## src/rtl/alu_writeback_pkg.sv

```systemverilog
// Shared definitions for the ALU writeback stage: condition codes, flag bit
// positions, FSM state encoding and the captured-operation record.
package alu_writeback_pkg;

   localparam logic [3:0] COND_EQ = 4'b0000;
   localparam logic [3:0] COND_NE = 4'b0001;
   localparam logic [3:0] COND_CS = 4'b0010;
   localparam logic [3:0] COND_CC = 4'b0011;
   localparam logic [3:0] COND_MI = 4'b0100;
   localparam logic [3:0] COND_PL = 4'b0101;
   localparam logic [3:0] COND_VS = 4'b0110;
   localparam logic [3:0] COND_VC = 4'b0111;
   localparam logic [3:0] COND_HI = 4'b1000;
   localparam logic [3:0] COND_LS = 4'b1001;
   localparam logic [3:0] COND_GE = 4'b1010;
   localparam logic [3:0] COND_LT = 4'b1011;
   localparam logic [3:0] COND_GT = 4'b1100;
   localparam logic [3:0] COND_LE = 4'b1101;
   localparam logic [3:0] COND_AL = 4'b1110;
   localparam logic [3:0] COND_NV = 4'b1111;

   localparam int FLAG_Q = 4;
   localparam int FLAG_N = 3;
   localparam int FLAG_Z = 2;
   localparam int FLAG_C = 1;
   localparam int FLAG_V = 0;

   typedef enum logic [1:0] {
      ST_IDLE  = 2'd0,
      ST_WR_LO = 2'd1,
      ST_WR_HI = 2'd2
   } wb_state_e;

   typedef struct packed {
      logic        long_op;
      logic [3:0]  rd;
      logic [3:0]  rd_hi;
      logic [31:0] result;
      logic [31:0] result2;
   } wb_capture_t;

endpackage

```

## src/rtl/alu_writeback_condcheck.sv

```systemverilog
// Condition-code evaluation against the current N,Z,C,V flags.
// Purely combinational; flags_nzcv is {N,Z,C,V}.
module alu_writeback_condcheck
   import alu_writeback_pkg::*;
(
   input  logic [3:0] cond,
   input  logic [3:0] flags_nzcv,
   output logic       cond_ex
);

   logic flag_n;
   logic flag_z;
   logic flag_c;
   logic flag_v;

   assign flag_n = flags_nzcv[FLAG_N];
   assign flag_z = flags_nzcv[FLAG_Z];
   assign flag_c = flags_nzcv[FLAG_C];
   assign flag_v = flags_nzcv[FLAG_V];

   always_comb begin
      cond_ex = 1'b0;
      case (cond)
         COND_EQ: cond_ex = flag_z;
         COND_NE: cond_ex = ~flag_z;
         COND_CS: cond_ex = flag_c;
         COND_CC: cond_ex = ~flag_c;
         COND_MI: cond_ex = flag_n;
         COND_PL: cond_ex = ~flag_n;
         COND_VS: cond_ex = flag_v;
         COND_VC: cond_ex = ~flag_v;
         COND_HI: cond_ex = flag_c & ~flag_z;
         COND_LS: cond_ex = ~flag_c | flag_z;
         COND_GE: cond_ex = (flag_n == flag_v);
         COND_LT: cond_ex = (flag_n != flag_v);
         COND_GT: cond_ex = ~flag_z & (flag_n == flag_v);
         COND_LE: cond_ex = flag_z | (flag_n != flag_v);
         COND_AL: cond_ex = 1'b1;
         COND_NV: cond_ex = 1'b0;
         default: cond_ex = 1'b0;
      endcase
   end

endmodule

```

## src/rtl/alu_writeback.sv

```systemverilog
// ALU writeback stage: conditional flag update and one or two register-file
// writes per accepted op. Sticky Q flag is enabled by ALU_WB_STICKY_Q_EN.
//
// state    | meaning
// ST_IDLE  | no write pending, ready for a new op
// ST_WR_LO | writing Result to Rd (ready only if the op is not Long)
// ST_WR_HI | writing Result2 to RdHi, ready for a new op
module alu_writeback
   import alu_writeback_pkg::*;
(
   input  logic        clk,
   input  logic        reset,
   input  logic        in_valid,
   output logic        in_ready,
   input  logic [31:0] Result,
   input  logic [31:0] Result2,
   input  logic [4:0]  ALUFlags,
   input  logic [3:0]  Cond,
   input  logic [1:0]  FlagW,
   input  logic        RegW,
   input  logic        Long,
   input  logic [3:0]  Rd,
   input  logic [3:0]  RdHi,
   input  logic        ClearQ,
   output logic        WE3,
   output logic [3:0]  A3,
   output logic [31:0] WD3,
   output logic [4:0]  Flags,
   output logic        CondEx
);

   wb_state_e   state_q;
   wb_state_e   state_d;
   wb_capture_t cap_q;
   wb_capture_t cap_d;
   logic [3:0]  nzcv_q;
   logic [3:0]  nzcv_d;
   logic        accept;

   // Condition is judged against the flags as they stood before this op.
   alu_writeback_condcheck u_condcheck (
      .cond       (Cond),
      .flags_nzcv (nzcv_q),
      .cond_ex    (CondEx)
   );

   always_comb begin
      state_d  = ST_IDLE;
      in_ready = 1'b0;
      WE3      = 1'b0;
      A3       = 4'd0;
      WD3      = 32'd0;
      case (state_q)
         ST_IDLE: begin
            in_ready = 1'b1;
         end
         ST_WR_LO: begin
            WE3      = 1'b1;
            A3       = cap_q.rd;
            WD3      = cap_q.result;
            in_ready = ~cap_q.long_op;
         end
         ST_WR_HI: begin
            WE3      = 1'b1;
            A3       = cap_q.rd_hi;
            WD3      = cap_q.result2;
            in_ready = 1'b1;
         end
         default: begin
            in_ready = 1'b0;
         end
      endcase

      accept = in_valid & in_ready;

      if (accept) begin
         state_d = (CondEx & RegW) ? ST_WR_LO : ST_IDLE;
      end else if ((state_q == ST_WR_LO) && cap_q.long_op) begin
         state_d = ST_WR_HI;
      end
   end

   always_comb begin
      cap_d = cap_q;
      if (accept) begin
         cap_d.long_op = Long;
         cap_d.rd      = Rd;
         cap_d.rd_hi   = RdHi;
         cap_d.result  = Result;
         cap_d.result2 = Result2;
      end
   end

   always_comb begin
      nzcv_d = nzcv_q;
      if (accept && CondEx) begin
         if (FlagW[1]) begin
            nzcv_d[FLAG_N] = ALUFlags[FLAG_N];
            nzcv_d[FLAG_Z] = ALUFlags[FLAG_Z];
         end
         if (FlagW[0]) begin
            nzcv_d[FLAG_C] = ALUFlags[FLAG_C];
            nzcv_d[FLAG_V] = ALUFlags[FLAG_V];
         end
      end
   end

   always_ff @(posedge clk or negedge reset) begin
      if (!reset) begin
         state_q <= ST_IDLE;
         cap_q   <= '0;
         nzcv_q  <= 4'd0;
      end else begin
         state_q <= state_d;
         cap_q   <= cap_d;
         nzcv_q  <= nzcv_d;
      end
   end

`ifdef ALU_WB_STICKY_Q_EN
   logic q_q;
   logic q_d;

   // Set is applied after clear so a coincident set wins.
   always_comb begin
      q_d = q_q;
      if (accept) begin
         if (ClearQ) begin
            q_d = 1'b0;
         end
         if (CondEx && ALUFlags[FLAG_Q]) begin
            q_d = 1'b1;
         end
      end
   end

   always_ff @(posedge clk or negedge reset) begin
      if (!reset) begin
         q_q <= 1'b0;
      end else begin
         q_q <= q_d;
      end
   end

   assign Flags = {q_q, nzcv_q};
`else
   logic unused_q_inputs;

   assign unused_q_inputs = ClearQ ^ ALUFlags[FLAG_Q];
   assign Flags           = {1'b0, nzcv_q};
`endif

endmodule

```

## config.mk

```make
export PLATFORM = sky130hd
export DESIGN_NAME = alu_writeback
export DESIGN_NICKNAME = d
export VERILOG_FILES = /design/src/rtl/alu_writeback_pkg.sv /design/src/rtl/alu_writeback_condcheck.sv /design/src/rtl/alu_writeback.sv
export SDC_FILE = /design/constraint.sdc
export NUM_CORES = 1
export LEC_CHECK = 0
export CAP_MARGIN = 20
export CELL_PAD_IN_SITES_DETAIL_PLACEMENT = 1
export CELL_PAD_IN_SITES_GLOBAL_PLACEMENT = 1
export CORE_MARGIN = 2
export CORE_UTILIZATION = 38
export CTS_CLUSTER_SIZE = 40
export DETAILED_ROUTE_END_ITERATION = 10
export HOLD_SLACK_MARGIN = 0.03
export PLACE_DENSITY = 0.82
export SLEW_MARGIN = 20
export SYNTH_ARGS = -nofsm -noshare
export SYNTH_HDL_FRONTEND = slang
export SYNTH_SLANG_ARGS = --single-unit
```

## constraint.sdc

```tcl
create_clock -name clk -period 4.35 [get_ports clk]
set_input_delay 0.435 -clock clk [delete_from_list [all_inputs] [get_ports clk]]
set_output_delay 0.435 -clock clk [all_outputs]
set_load 0.02 [all_outputs]
```

Word-level counts from Yosys, hierarchy flattened:

Index checks and enable logic that the tools add are counted.

* register bits: 79
* output and inout bits: 44
* logic and storage cells: 54

* equal/unequal tests: 19
* multiplexer cells: 8
* bitwise operators: 11
* reductions and logical operators: 8

Operators by type and width (count)
* one-hot mux 32 bit (2 select lines): 1
* equality test 4 bit, second input constant: 8
* equality test 4 x 3 -> 1 bit, second input constant: 4
* one-hot mux 1 bit (16 select lines): 1
* equality test 4 x 2 -> 1 bit, second input constant: 2
* one-hot mux 4 bit (2 select lines): 1
* NOT 1 bit: 5
* bitwise AND 1 bit: 4
* equality test 4 x 1 -> 1 bit, second input constant: 1
* zero test 4 bit: 1
* 2-to-1 mux 2 bit: 2
* AND reduction 2 bit: 2
* OR reduction 2 bit: 2
* equality test 2 x 1 -> 1 bit, second input constant: 1
* equality test 2 bit, second input constant: 1
* logical AND 1 bit: 2
* zero test 2 bit: 1
* 2-to-1 mux 1 bit: 2
* OR 1 bit: 2
* one-hot mux 1 bit (2 select lines): 1
* equality test 1 bit: 1
* inequality test 1 bit: 1

Depth between registers and ports, before layout:

* depth in word-level cells: 6
* mapped depth: 9
* depth with buffers taken out: 8

Modules after synthesis:

A second synthesis with hierarchy kept.

* cell total of the unflattened synthesis: 290
* area total of the unflattened synthesis: 4020.1 um^2

Modules (own cells, without submodules)
* alu_writeback: times used 1, cells each 267, area an instance 3865.0 um^2, sequential area each 1976.9 um^2
* alu_writeback_condcheck: times used 1, cells each 23, area an instance 155.1 um^2, sequential area each 0.0 um^2

Least setup slack after synthesis:

Ideal clock, no wire load.

* kind: reg-to-output
* from: register state_q[1]
* to: output port A3[0]
* arrival: 1.611 ns
* data required time: 3.915 ns
* path slack: 2.304 ns
* stages on the path, launching flop included: 7
* path buffers: 2
* cells stage by stage: dfrtp_1 -> inv_1 -> ha_1 -> clkbuf_1 -> buf_1 -> a22oi_1 -> nor2b_1

* longest elaborated chain between the ends: 2
* elaborated cells on any way between the ends: 3
* those cells by class: eq/ne (2); mux (1)

RTL lines
* start: declaration: line alu_writeback.sv:32 `wb_state_e state_q;`
* start signal: assignment: line alu_writeback.sv:114 `state_q <= state_d;`
* equality test 2 bit or equality test 2 x 1 -> 1 bit (tied branches): line alu_writeback.sv:53 `case (state_q)`
* one-hot mux 4 bit (2 select lines) (*): line alu_writeback.sv:53
* end: declaration: line alu_writeback.sv:26 `output logic [3:0] A3,`

Mark *: on every way between the ends. The rest lies on a longest branch, timed or not.

Worst setup path in the final report:

* from: input port Cond[3]
* to: output port CondEx

* longest elaborated chain between the ends: 2
* elaborated cells on any way between the ends: 17
* those cells by class: eq/ne (15); mux (1); reduce/logical (1)

RTL lines
* start: declaration: line alu_writeback.sv:18 `input logic [3:0] Cond,`
* equality test 4 bit (tied with other cells): line alu_writeback_condcheck.sv:23 `case (cond)`
* one-hot mux 1 bit (16 select lines) (*): line alu_writeback_condcheck.sv:23
* end: declaration: line alu_writeback.sv:29 `output logic CondEx`

Marks and branches as above.

==> results.json <==
{
  "grt_max_degree": 80,
  "total_leakage_power_nw": 2.09,
  "wl_per_cell_um": 17.9,
  "cts_buffers": 9,
  "fmaxAchievable_mhz": 327,
  "fillers": 1011,
  "die_area_sq_um": 10900,
  "rsz0062_at_grt": "no",
  "synthTopCellsByArea": "dfrtp_1, mux2_2, a22oi_1",
  "end_kind": "output port",
  "reg2reg_from": "state_q[1]$_DFF_PN0_",
  "powerDensity_nw_per_um2": 423,
  "hold_slack_ns": 0.121,
  "slowest_stage": "clkdlybuf4s50_1",
  "route.detailed.drc": 0,
  "busiest_layer": "met2",
  "relSlewSlack_pct": 42.4,
  "grt_usage_pct": 18.9,
  "yosysSeqAreaShare_pct": 51.6,
  "fin_cells": 557,
  "syn_inst": 299,
  "via_count": 2837,
  "startpoint_type": "primary input",
  "multi_input_area_sq_um": 1730,
  "grt_antenna_before_repair": 0,
  "ys_warn_count": 0,
  "critical-path-max-stage-delay_ns": 0.56,
  "finalClockSkew_ns": 0.0102,
  "use_met1_pct": 22.4,
  "max-vdd-ir-drop_v": 0.000220,
  "coreArea_sq_um": 9770,
  "fin_crit_ns": 3.06,
  "slew_violations": 0,
  "cts_tree": "yes",
  "cp_cell_sequence": "clkdlybuf4s50_1 > nand2b_1 > and3_1 > mux2i_1 > o221a_2 > o21ai_0 > and2_1 > clkdlybuf4s50_1",
  "synth_top_area_cell": "dfrtp_1",
  "r2r_cells": 7,
  "ys_types": 35,
  "clk_latency_ns": 0.35,
  "io_pins": 133,
  "cp_max_fo": 11,
  "status": "finished clean",
  "r2r_setup_slack_ns": 1.41,
  "syn2layout_area_growth_pct": 42.4,
  "rows": 36,
  "io_buffer_count": 129,
  "cts_setup_buffers": 0,
  "drv_cap": 0,
  "synthesis.nets": 392,
  "grt_use_met2_pct": 33.5,
  "synth_edf_count": 0,
  "fin_nets": 514,
  "postRouteAntennaNets": 0,
  "hp-class": "in2async",
  "dpl_worst_slack_ns": 1.29,
  "diodes": 0,
  "avgSynthCellArea_sq_um": 12.8,
  "regArea_sq_um": 1980,
  "hold_buffers": 0,
  "synth.most_common_cell": "dfrtp_1",
  "h-tree-depth": 3,
  "cts_resized": 0,
  "period_share_pct": 70.3,
  "synth_commonest_cells": "dfrtp_1, mux2_2, nor2b_1, a22oi_1",
  "synthFlopType": "dfrtp_1",
  "dpl.hpwl_mm": 6.91,
  "synth_area_sq_um": 3830,
  "grt-ovfl-total": 0,
  "hold_viol": 0,
  "async_flop_share_pct": 100,
  "path_class": "in2out",
  "clk_path_buf_depth": 2,
  "via_per_inst": 5.09,
  "die_x_um": 104,
  "drt_iter0_drc": 111,
  "drt-pass1-iter-count": 4,
  "grt_first_pass_wirelength_mm": 16.4,
  "clock-sinks": 79,
  "r2r_end": "cap_q[4]$_DFFE_PN0P_",
  "floorplan.initialDensity_pct": 39.2,
  "worstPathRequired_ns": 3.91,
  "root_buffer": "clkbuf_8",
  "drive_gt1_share_pct": 24.1,
  "worstMarginPinSlew_ns": 0.861,
  "clkTransAtPathRegs_ns": 0.09,
  "synth_seq_cells": 79,
  "total_power_mw": 2.31,
  "post-place-cells": 543,
  "setup_viol": 0,
  "tns_ns": 0,
  "setup_ws_ns": 1.29,
  "fp.dieH_um": 104,
  "cp.arrival_ns": 2.62,
  "place.gp.congestion": 0.693,
  "met3_usage_pct": 3.82,
  "synth_top_area_share_pct": 51.6,
  "cp_common_cell": "clkdlybuf4s50_1",
  "grt_pass1_vias": 3236,
  "drt_wl_total_mm": 9.98
}
[cells by family (layout without fill, tap and decap cells)]
logic type	count (synthesis)	after routing	share of synthesized area [%]
multiplexers	80	80	23.8
flip-flops	79	79	51.6
AND/OR/NAND/NOR	61	61	9.73
AO/OA/AOI/OAI	46	46	9.70
buffers and inverters	26	151	3.33
adder cells (fa/ha/maj)	4	4	1.31
XOR/XNOR	2	2	0.457
other	1	1	0.0978
[metrics by stage]
step                cell area [sq um]  utilization (%)
global placement                 5220             53.4
finish                           5460             55.8
CTS                              5450             55.8
detailed placement               5220             53.4
floorplan                        3830                -
global route                     5460             55.8
[worst max-delay path: cells and delay by family]
kind            cells  cell delay [ns]
mux                 1             0.13
simple gates        3             0.61
compound gates      2             0.35
buf+inv             2             1.09
[how the worst max path moves through the flow]
stage / from / end / slack (ns) / depth (start not counted)
6_report: Cond[3] / CondEx / 1.29 / 8
3_3_place_gp: Cond[3] / CondEx / 1.33 / 8
5_1_grt: Cond[3] / CondEx / 1.16 / 8
4_1_cts: Cond[3] / CondEx / 1.27 / 8
2_1_floorplan: state_q[1]$_DFF_PN0_ / A3[0] / 2.30 / 6
3_5_place_dp: Cond[3] / CondEx / 1.29 / 8
[placed cells by master (no fill, tap or decap), types with 4 or more instances in the layout]
| cell type | count |
|---|---|
| nor2b_1 | 37 |
| a22oi_1 | 36 |
| mux2_4 | 4 |
| clkbuf_8 | 10 |
| dfrtp_1 | 79 |
| clkdlybuf4s50_1 | 128 |
| mux2_2 | 73 |
| inv_1 | 4 |
| nor2_1 | 6 |
| nand2_1 | 4 |
[power by group]
group / switching (mW) / internal [mW] / total [mW]
sequential: 0.103 / 0.896 / 0.999
clock: 0.263 / 0.390 / 0.653
combinational: 0.272 / 0.381 / 0.653
total: 0.638 / 1.67 / 2.31
[final cells by class]
class	count	area share, %
flip-flops and latches	79	36.2
multi-input cells	194	31.7
repair buffers	133	24.5
well taps	133	3.05
clock buffers	10	2.52
clock inverters	4	1.74
inverters	4	0.275
[routing by layer]
| metal | wire length (um) | vias up |
|---|---|---|
| met5 | 0 | - |
| met4 | 220 | 0 |
| met3 | 420 | 15 |
| met2 | 5300 | 74 |
| met1 | 4040 | 1438 |
| li1 | - | 1310 |
[sequential cells by signal, summed over array words and instances, names as in the netlist]
register,cells
cap_q,73
nzcv_q,4
state_q,2
Note: power is estimated with default switching activity, not from simulation.
